`config.mk`:
```
export PLATFORM = sky130hd
export DESIGN_NAME = btn_event_flat
export DESIGN_NICKNAME = d
export VERILOG_FILES = /design/src/rtl/btn_event_if.sv /design/src/rtl/btn_event.sv /design/src/flat_wrapper.sv
export SDC_FILE = /design/constraint.sdc
export NUM_CORES = 1
export LEC_CHECK = 0
export BUFFER_PORTS_ARGS = -buffer_cell sky130_fd_sc_hd__buf_2
export CAP_MARGIN = 40
export CELL_PAD_IN_SITES_DETAIL_PLACEMENT = 0
export CELL_PAD_IN_SITES_GLOBAL_PLACEMENT = 1
export CORE_MARGIN = 2
export CORE_UTILIZATION = 40
export DETAILED_ROUTE_END_ITERATION = 10
export PLACE_DENSITY_LB_ADDON = 0.1
export SYNTH_ARGS = -nofsm -noshare
export SYNTH_HDL_FRONTEND = slang
export SYNTH_SLANG_ARGS = --single-unit
export TNS_END_PERCENT = 100
```
`constraint.sdc`:
```
create_clock -name CLK -period 2.4 [get_ports CLK]
set_clock_uncertainty 0.15 [all_clocks]
set_input_delay 0.12 -clock CLK [delete_from_list [all_inputs] [get_ports CLK]]
set_output_delay 0.12 -clock CLK [all_outputs]
set_load 0.1 [all_outputs]
```
`src/rtl/btn_event_if.sv`:
```
// Event handshake bundle for btn_event: one queued event presented with valid/code,
// accepted by the consumer through ack.
interface btn_event_if;
   logic       EVT_VALID_O;
   logic [1:0] EVT_CODE_O;
   logic       EVT_ACK_I;

   modport master (output EVT_VALID_O, output EVT_CODE_O, input EVT_ACK_I);
   modport slave  (input EVT_VALID_O, input EVT_CODE_O, output EVT_ACK_I);
endinterface

```
`src/rtl/btn_event.sv`:
```
// Turns a debounced button level into PRESS/RELEASE/LONG/REPEAT events held in a single slot.
// Define BTN_EVENT_REPEAT_EN to enable auto-repeat events while the button stays held.
module btn_event #(
   parameter int unsigned      CNT_W      = 24,
   parameter logic [CNT_W:0]   LONG_MAX   = (CNT_W+1)'(10000000),
   parameter logic [CNT_W:0]   REPEAT_MAX = (CNT_W+1)'(2500000)
) (
   input  logic        CLK,
   input  logic        RST,
   input  logic        BTN_I,
   output logic        HELD_O,
   output logic        OVF_O,
   btn_event_if.master evt
);

   typedef enum logic [1:0] {
      ST_IDLE    = 2'd0,
      ST_PRESSED = 2'd1,
      ST_HOLD    = 2'd2
   } state_t;

   localparam logic [1:0] EVT_PRESS   = 2'b00;
   localparam logic [1:0] EVT_RELEASE = 2'b01;
   localparam logic [1:0] EVT_LONG    = 2'b10;
`ifdef BTN_EVENT_REPEAT_EN
   localparam logic [1:0] EVT_REPEAT  = 2'b11;
   localparam logic [CNT_W-1:0] RPT_TERM = CNT_W'(REPEAT_MAX - (CNT_W+1)'(1));
`endif
   localparam logic [CNT_W-1:0] LONG_TERM = CNT_W'(LONG_MAX - (CNT_W+1)'(1));

   if ((LONG_MAX < (CNT_W+1)'(2)) || (REPEAT_MAX < (CNT_W+1)'(2))) begin : g_param_check
      $error("btn_event: LONG_MAX and REPEAT_MAX must both be at least 2");
   end

   logic             btn_q;
   state_t           state_q, state_d;
   logic [CNT_W-1:0] cnt_q, cnt_d;
   logic             valid_q;
   logic [1:0]       code_q;
   logic             held_q;
   logic             ovf_q;

   logic             btn_rise;
   logic             post_d;
   logic [1:0]       post_code_d;

   assign btn_rise = BTN_I & ~btn_q;

   // Next-state and event selection; at most one event per cycle falls out of the transition.
   always_comb begin
      state_d     = state_q;
      cnt_d       = cnt_q;
      post_d      = 1'b0;
      post_code_d = EVT_PRESS;
      case (state_q)
         ST_IDLE: begin
            if (btn_rise) begin
               state_d     = ST_PRESSED;
               cnt_d       = '0;
               post_d      = 1'b1;
               post_code_d = EVT_PRESS;
            end
         end
         ST_PRESSED: begin
            if (!BTN_I) begin
               state_d     = ST_IDLE;
               cnt_d       = '0;
               post_d      = 1'b1;
               post_code_d = EVT_RELEASE;
            end else if (cnt_q == LONG_TERM) begin
               state_d     = ST_HOLD;
               cnt_d       = '0;
               post_d      = 1'b1;
               post_code_d = EVT_LONG;
            end else begin
               cnt_d = cnt_q + CNT_W'(1);
            end
         end
         ST_HOLD: begin
            if (!BTN_I) begin
               state_d     = ST_IDLE;
               cnt_d       = '0;
               post_d      = 1'b1;
               post_code_d = EVT_RELEASE;
            end else begin
`ifdef BTN_EVENT_REPEAT_EN
               if (cnt_q == RPT_TERM) begin
                  cnt_d       = '0;
                  post_d      = 1'b1;
                  post_code_d = EVT_REPEAT;
               end else begin
                  cnt_d = cnt_q + CNT_W'(1);
               end
`else
               cnt_d = '0;
`endif
            end
         end
         default: begin
            state_d = ST_IDLE;
            cnt_d   = '0;
         end
      endcase
   end

   always_ff @(posedge CLK) begin
      if (RST) begin
         btn_q   <= 1'b0;
         state_q <= ST_IDLE;
         cnt_q   <= '0;
         valid_q <= 1'b0;
         code_q  <= 2'b00;
         held_q  <= 1'b0;
         ovf_q   <= 1'b0;
      end else begin
         btn_q   <= BTN_I;
         state_q <= state_d;
         cnt_q   <= cnt_d;
         held_q  <= (state_d != ST_IDLE);
         // An ack in the same cycle frees the slot for the incoming event.
         if (post_d) begin
            if (!valid_q || evt.EVT_ACK_I) begin
               valid_q <= 1'b1;
               code_q  <= post_code_d;
            end else begin
               ovf_q <= 1'b1;
            end
         end else if (evt.EVT_ACK_I && valid_q) begin
            valid_q <= 1'b0;
         end
      end
   end

   assign evt.EVT_VALID_O = valid_q;
   assign evt.EVT_CODE_O  = code_q;
   assign HELD_O          = held_q;
   assign OVF_O           = ovf_q;

endmodule

```
`src/flat_wrapper.sv`:
```
// flat-port wrapper written by rule: the top's interface ports become plain ports
module btn_event_flat 
#(
   parameter int unsigned      CNT_W      = 24,
   parameter logic [CNT_W:0]   LONG_MAX   = (CNT_W+1)'(10000000),
   parameter logic [CNT_W:0]   REPEAT_MAX = (CNT_W+1)'(2500000)
)
  (CLK, RST, BTN_I, HELD_O, OVF_O, evt_EVT_VALID_O, evt_EVT_CODE_O, evt_EVT_ACK_I);
  btn_event_if evt_i ();
  input  logic CLK;
  input  logic RST;
  input  logic BTN_I;
  output logic HELD_O;
  output logic OVF_O;
  output wire logic [$bits(evt_i.EVT_VALID_O)-1:0] evt_EVT_VALID_O;
  output wire logic [$bits(evt_i.EVT_CODE_O)-1:0] evt_EVT_CODE_O;
  input wire logic [$bits(evt_i.EVT_ACK_I)-1:0] evt_EVT_ACK_I;
  assign evt_EVT_VALID_O = evt_i.EVT_VALID_O;
  assign evt_EVT_CODE_O = evt_i.EVT_CODE_O;
  assign evt_i.EVT_ACK_I = evt_EVT_ACK_I;
  btn_event #(.CNT_W(CNT_W), .LONG_MAX(LONG_MAX), .REPEAT_MAX(REPEAT_MAX)) u_core (.CLK(CLK), .RST(RST), .BTN_I(BTN_I), .HELD_O(HELD_O), .OVF_O(OVF_O), .evt(evt_i));
endmodule
```
==> run summary, run 1 <==
In the final routed layout, each cell accounts on average for approximately 14 um. The final layout net count is around 210. The hold-fix buffer count after cts came out at 0. The reported max-cap violation count is 0. The synthesis warning total is 0. The number of nets handed over by synthesis was between 150 and 200. The maximum achievable frequency came out at roughly 450 MHz.

The synthesized instance count is 185. The via density per instance came out at 5.46. The worst slew margin relative to its limit came out at 61.7%.

For this run, the leading register cell type out of synthesis is sky130_fd_sc_hd__dfxtp_1. STA classifies the critical path endpoint as a flip-flop. The floorplan die width came out at roughly 69 um. The internal power component came out at 0.000804 W. Setup repair after global routing left no endpoint under its margin.

The first-pass GRT wire length came out at roughly 6.1 mm. The flow ran to the end, and the final reports show no timing, DRC or antenna violations. TritonCTS built the clock tree. The TritonCTS sink count came out at 32. The total wire length came out at approximately 3.5 mm. The critical path data arrival time came out at 2.22 ns. Setup violations remaining at the end of the flow were counted as 0. The worst hold path belongs to the class primary input to flip-flop. The height of the die is 68.6 um. The number of synthesized flops with an enable pin came out at 0. The post-route non-filler standard cell count is between 200 and 250.

The effective utilization at floorplan is 41.7%. The cell area after placement came out at about 1800 um^2. The required time of the worst setup path came out at about 2.4 ns. The routability congestion estimate from global placement is a little under 0.8. The largest buffer count on any clock path came out at 2. The total core area came out at between 4000 and 5000 um^2. The H-tree depth is 2. For this run, the register share of the synthesized area comes to 38.4%.

The switching share of power came out at 25.7%. At the later pin of the worst-skew pair, clock insertion delay measures ~0.28 ns. In the routed design, unresolved DRC markers number 0. The boundary pin count came out at 9. The number of placed instances with taps included came out at 240. The area growth from synthesis to layout is 11.2%.

The biggest area consumer among synthesized cells is sky130_fd_sc_hd__dfxtp_1. The CTS buffer count came out at 5. Of the post-synthesis cell area, the dominant cell type holds roughly 38%. The post-layout utilization of the core is ~46%.

Of the cells placed in the final design, the portion with a size suffix greater than 1 is between 15 and 20%. The measured slew at the worst slew-check pin is between 0.5 and 0.6 ns. The remaining global-route overflow is 0. The initialized floorplan defines 23 standard-cell rows. The worst path needs between 2 and 2.5 ns of the cycle, external delays included. The number of antenna violations at the first check in global routing came out at 0.

The proportion of register bits with asynchronous set or reset after synthesis is 0%. The net switching power figure came out at roughly 0.00028 W. By area the synthesized netlist is led by sky130_fd_sc_hd__dfxtp_1 (38%), sky130_fd_sc_hd__xor2_1 (8.4%), sky130_fd_sc_hd__nor2_1 (5.2%). The power density of the placed cells is around 600 nW/um^2. The total negative setup slack came out at 0 ns. The count of vias placed by the detailed router is ~1400. Once detail routing completed, the nets flagged for antenna violations numbered 0. The number of detailed-route iterations in the first pass is 4. The post-synthesis cell area came out at about 1700 um^2. After synthesis the netlist holds a flip-flop and latch count of 32. Gates resized during post-CTS repair numbered 0. The finished layout cell area came out at 1850 um^2. In this run the mean area of a mapped cell was 9.02 um^2. The number of endpoints with negative hold slack in the final report is 0. The final hold slack is between 0.03 and 0.04 ns. The number of library cell types mapped by synthesis came out at just under 50.

The clock slew seen by the registers of the worst setup and hold paths came out at roughly 0.06 ns. The largest net degree at the start of global routing came out at 20. Of all nets on the critical path, the largest fanout is 9. The power share of the combinational group came out at between 10% and 20%.

The clock share of power is between 30% and 40%. The class of the most critical setup path is flip-flop to flip-flop. The antenna diode count is 0. Buffers placed on the I/O ports in this run total 8. The global-route usage over all layers came out at roughly 17%.

The detailed router finished its first iteration with 39 violations. The share of the cycle needed by the critical path after routing came out at 91.9%. The count of final max-slew check failures came out at 0. The total die area came out at about 4700 um^2. The cell sitting at the root of the clock tree is a sky130_fd_sc_hd__clkbuf_8. The number of global-route vias before repair came to 1305. The cell leakage power is roughly 0.7 nW. The half-perimeter wire length after placement is approximately 2.6 mm. The number of setup buffers added after CTS is 0. The peak supply drop came out at 0.315 mV. The element type at the critical path start is a flip-flop. Sequential cells burn 50.2% of the power.
worst max-delay path, stage by stage (launching register included):
cell and delay (ns):
sky130_fd_sc_hd__dfxtp_1 0.40, sky130_fd_sc_hd__ha_1 0.24, sky130_fd_sc_hd__or2b_1 0.27, sky130_fd_sc_hd__nor4_4 0.33, sky130_fd_sc_hd__a21oi_2 0.22, sky130_fd_sc_hd__o221a_2 0.29
sky130_fd_sc_hd__or2_1 0.20
metal layers:
metal | part of all wire (%) | up-vias | GRT usage, %
met5 | 0 | - | 0
met4 | 1.3 | 0 | 6.00
met3 | 3.2 | 5 | 4.87
met2 | 48 | 14 | 29.0
met1 | 48 | 660 | 21.7
li1 | - | 675 | -
layout by cell type (no fill, tap or decap), types with 2 or more instances in the layout:
cell type,netlist,layout
sky130_fd_sc_hd__nand4b_1,2,2
sky130_fd_sc_hd__clkbuf_1,3,2
sky130_fd_sc_hd__buf_2,0,8
sky130_fd_sc_hd__nand2b_1,3,3
sky130_fd_sc_hd__o21ai_0,3,3
sky130_fd_sc_hd__o31ai_1,2,2
sky130_fd_sc_hd__nor2_1,23,23
sky130_fd_sc_hd__nand3_1,13,13
sky130_fd_sc_hd__inv_1,5,5
sky130_fd_sc_hd__a21oi_1,7,7
sky130_fd_sc_hd__and3_2,3,3
sky130_fd_sc_hd__clkbuf_8,0,6
sky130_fd_sc_hd__xor2_1,16,16
sky130_fd_sc_hd__nand2_1,13,13
sky130_fd_sc_hd__nand4_1,10,10
sky130_fd_sc_hd__xnor2_1,3,3
sky130_fd_sc_hd__buf_4,1,2
sky130_fd_sc_hd__ha_1,5,5
sky130_fd_sc_hd__and3_1,7,7
sky130_fd_sc_hd__dfxtp_1,32,32
sky130_fd_sc_hd__nor2b_1,3,3
metrics by stage:
stage                     worst slack, ns  total power (W)
after floorplan                     0.380         0.000650
after global placement              0.251         0.000671
after detailed placement            0.206         0.000673
after CTS                           0.192          0.00110
after global routing               0.0399          0.00114
final                               0.195          0.00108
cell families after synthesis:
group / Yosys count / share of synthesized area, %
DFF: 32 / 38.4
adders and majority gates: 5 / 3.75
AOI/OAI and AO/OA: 24 / 11.9
xor gates and xnor gates: 19 / 9.98
and+or+nand+nor: 94 / 32.3
buffers and inverters: 11 / 3.60
cell type report:
cell class              instances  area [um^2]
clock buffers                   8         90.1
flip-flops and latches         32          641
inverters                       5         18.8
fillers                       406         2150
well taps                      50         62.6
multi-input cells             142          967
repair buffers                 11         75.1
state kept, by name, summed over array words and instances (netlist names):
| signal | count |
|---|---|
| u_core.state_q | 2 |
| u_core.btn_q | 1 |
| u_core.evt.EVT_CODE_O | 2 |
| u_core.HELD_O | 1 |
| u_core.OVF_O | 1 |
| u_core.cnt_q | 24 |
| u_core.evt.EVT_VALID_O | 1 |
path summary, 6_finish.rpt:
kind | slack [ns] | depth (start not counted) | end | start
setup / recovery | 0.19 | 6 | u_core.HELD_O$_SDFF_PP0_ | u_core.cnt_q[0]$_SDFFE_PP0P_
hold reg to reg | 0.30 | 2 | u_core.OVF_O$_SDFFE_PP0P_ | u_core.OVF_O$_SDFFE_PP0P_
setup reg to reg | 0.19 | 6 | u_core.HELD_O$_SDFF_PP0_ | u_core.cnt_q[0]$_SDFFE_PP0P_
hold / removal | 0.03 | 2 | u_core.btn_q$_SDFF_PP0_ | BTN_I
power groups by stage:
stage	registers, W	clock network, W	logic [W]
floorplan	0.000587	0	0.0000637
global placement	0.000555	0	0.000117
detailed placement	0.000555	0	0.000118
CTS	0.000543	0.000438	0.000118
global route	0.000544	0.000466	0.000127
finish	0.000543	0.000422	0.000117
synth_stat cells (2+ instances only):
cell type and n:
sky130_fd_sc_hd__a21oi_1 7, sky130_fd_sc_hd__xor2_1 16, sky130_fd_sc_hd__xnor2_1 3, sky130_fd_sc_hd__dfxtp_1 32
sky130_fd_sc_hd__ha_1 5, sky130_fd_sc_hd__nor2_1 23, sky130_fd_sc_hd__nand3_1 13, sky130_fd_sc_hd__nor2b_1 3
sky130_fd_sc_hd__inv_1 5, sky130_fd_sc_hd__and3_1 7, sky130_fd_sc_hd__buf_6 2, sky130_fd_sc_hd__o31ai_1 2
sky130_fd_sc_hd__nand2b_1 3, sky130_fd_sc_hd__clkbuf_1 3, sky130_fd_sc_hd__nand2_1 13, sky130_fd_sc_hd__o21ai_0 3
sky130_fd_sc_hd__nand4b_1 2, sky130_fd_sc_hd__and3_2 3, sky130_fd_sc_hd__nand4_1 10
No activity file was read; power rests on OpenSTA's default activity.
==> run 2: changes to the inputs <==
--- a/config.mk
+++ b/config.mk
@@ -13,6 +13,7 @@
 export CORE_UTILIZATION = 40
 export DETAILED_ROUTE_END_ITERATION = 10
 export PLACE_DENSITY_LB_ADDON = 0.1
+export REMOVE_ABC_BUFFERS = 1
 export SYNTH_ARGS = -nofsm -noshare
 export SYNTH_HDL_FRONTEND = slang
 export SYNTH_SLANG_ARGS = --single-unit
==> run 2 against run 1 <==
  * Sequential power about the same
  * Register-to-register slack lost 0.02 ns
  * First-iteration DRC count rose by 59%
  * Global-route usage up 0.34 points
  * Power grew 1.1%
  * Core utilization grew 0.062 points
  * Worst hold slack got worse by 0.014 ns
  * Routed wire length up 4.2%
  * Critical path type unchanged
  * Critical endpoint unchanged
  * Largest power group unchanged
==> run summary, run 2 (synthesis results as in run 1) <==
The biggest cell delay along the critical path came out at 0.40 ns (about the same). The antenna diode count came out at 0 (unchanged). The number of antenna violations at the first check in global routing is 0 (unchanged). The power density of the placed cells is 589 nW/um^2 (+0.92%). The number of endpoints with negative hold slack in the final report was 0 (unchanged). The number of detailed-route iterations in the first pass is 4 (unchanged). The kind of cell with the highest combined delay along the critical path is simple AND/OR/NAND/NOR gates. The total die area came out at 4700 um^2 (unchanged). The total of fill cells in the finished design is 393 (-3.2%). The flow ran to the end, and the final reports show no timing, DRC or antenna violations. The number of global-route vias before repair came out at 1295 (-0.77%). TritonCTS built the clock tree. The number of placement rows is 23 (unchanged). The critical path goes through ha_1 -> or2b_1 -> nor4_4 -> a21oi_2 -> o221a_2 -> or2_1. The total setup buffers inserted after CTS came out at 0 (unchanged). Setup repair after global routing left no endpoint under its margin. The post-route DRC violation count came out at 0 (unchanged). The count of vias placed by the detailed router is 1338 (-1.2%).

The worst slew margin relative to its limit is 60.6% (-1.1 points). The H-tree depth came out at 2 (unchanged). The global-route usage over all layers is 17.8% (+0.34 points). In the layout the commonest cells are sky130_fd_sc_hd__dfxtp_1 (32), sky130_fd_sc_hd__nor2_1 (23), sky130_fd_sc_hd__xor2_1 (16). The relative area change from synthesis to final layout is 11.3%. The class of the most critical setup path is flip-flop to flip-flop. The highest net fanout along the worst path came out at 9 (unchanged).

Counting flops per register, the top entry is u_core.cnt_q. The total wire length is 3.66 mm (+4.2%). The flip-flop count of the largest register after layout is 24 (unchanged). Among all stages on the critical path, the largest delay is contributed by sky130_fd_sc_hd__dfxtp_1. The fraction of layout cells with a size suffix above 1 is 16.7% (+1.0 points). The share of the cycle needed by the critical path after routing is 92.8% (+0.95 points). The pre-CTS setup slack came to 0.192 ns (-0.0148 ns). The cell leakage power came out at 0.703 nW (+0.78%). The time the worst path needs with I/O delays and setup is 2.23 ns (+0.0227 ns). The post-layout total power is 0.00109 W (+1.1%). The count of final max-slew check failures is 0 (unchanged). The peak supply drop is 0.295 mV (-6.3%). The final layout net count is 206 (unchanged). STA classifies the critical path startpoint as a flip-flop. The tree is rooted in a sky130_fd_sc_hd__clkbuf_8. The maximum achievable frequency came out at 449 MHz (-1.0%).

The via density per instance is 5.40 (-1.2%). The reported max-cap violation count is 0 (unchanged). The required time of the worst setup path is 2.43 ns (about the same).

The hold-fix buffer count after cts was 0 (unchanged). The number of buffer cells added on primary ports is 8 (unchanged). The measured slew at the worst slew-check pin came out at 0.590 ns (+0.0164 ns). The total core area came out at 4000 um^2 (unchanged). The clock slew seen by the registers of the worst setup and hold paths is 0.07 ns (about the same). The remaining global-route overflow came out at 0 (unchanged). The class of the most critical hold timing path is primary input to flip-flop. The final setup slack of the worst path is 0.172 ns (-0.0227 ns).

The effective utilization at floorplan is 41.7% (unchanged). The count of instances resized after the clock tree is built was 0 (unchanged). The floorplan die width came out at 68.6 um (unchanged). The CTS buffer count came to 5 (unchanged). The critical path data arrival time is 2.26 ns (+0.04 ns). The routability congestion estimate from global placement is 0.769 (-3.1%). The TritonCTS sink count is 32 (unchanged). The capturing element type of the critical path is a flip-flop.

The largest buffer count on any clock path came out at 2 (unchanged). The residual antenna-violating net count after detailed routing is 0 (unchanged). The routed wirelength normalized by instance count is 14.8 um (+4.2%).

The height of the die came out at 68.6 um (unchanged). The boundary pin count is 9 (unchanged). The worst path buffer plus inverter count was 0 (unchanged). The total negative setup slack came to 0 ns (unchanged). The most common library cell in the layout ignoring fill and taps is sky130_fd_sc_hd__dfxtp_1. The first-pass GRT wire length came to 6.04 mm (-0.12%). The setup violation total in the final timing report was 0 (unchanged).

The insertion delay to the later sink of the worst-skew pair was 0.29 ns (about the same). The half-perimeter wire length after placement is 2.59 mm (+0.11%). The largest net degree at the start of global routing is 20 (unchanged).

The count of routing violations after the opening detailed-route iteration came out at 62 (+59%).
## run 2: cell count changes in the layout (fill, tap and decap cells not counted), sizes merged
cell	delta
clkbuf	-2
clkinv	+2
## run 2: path summary, 6_finish.rpt
check / start / end / slack, ns / cells after the start
max: u_core.cnt_q[0]$_SDFFE_PP0P_ / u_core.HELD_O$_SDFF_PP0_ / 0.17 / 6
min: BTN_I / u_core.btn_q$_SDFF_PP0_ / 0.02 / 2
max reg2reg: u_core.cnt_q[0]$_SDFFE_PP0P_ / u_core.HELD_O$_SDFF_PP0_ / 0.17 / 6
min reg2reg: u_core.OVF_O$_SDFFE_PP0P_ / u_core.OVF_O$_SDFFE_PP0P_ / 0.34 / 2
## run 2: metrics by stage
| stage | cells | utilization (%) | hold WS (ns) | area, um^2 |
|---|---|---|---|---|
| 6_report | 248 | 46.4 | 0.0183 | 1860 |
| 5_1_grt | 248 | 46.4 | 0.0182 | 1860 |
| 4_1_cts | 248 | 46.4 | 0.0164 | 1860 |
| 3_5_place_dp | 240 | 44.1 | 0.321 | 1760 |
| 3_3_place_gp | 240 | 44.1 | 0.287 | 1760 |
| 2_1_floorplan | 179 | - | 0.0391 | 1630 |
## run 2: per-layer routing
metal  track usage (%)  up-vias  part of all wire (%)
met5                 0        -                     0
met4              7.75        0                   1.9
met3              6.01        9                   4.4
met2              30.4       25                    49
met1              20.1      626                    45
li1                  -      678                     -
## run 2: layout make-up
type / count / area, um^2 / share of cell area, %
clock buffer: 6 / 82.6 / 4.45
clock inverter: 2 / 10.0 / 0.539
inverter: 5 / 18.8 / 1.01
multi-input combinational: 142 / 967 / 52.1
sequential: 32 / 641 / 34.5
tap: 50 / 62.6 / 3.37
timing repair buffer: 11 / 75.1 / 4.04
## run 2: where the power goes
part / switching [W] / leakage [nW] / total, W / internal (W)
Clock: 0.000203 / 0.0510 / 0.000431 / 0.000229
Combinational: 0.0000871 / 0.393 / 0.000119 / 0.0000315
Sequential: 0.00000509 / 0.259 / 0.000544 / 0.000539
Total: 0.000295 / 0.703 / 0.00109 / 0.000799
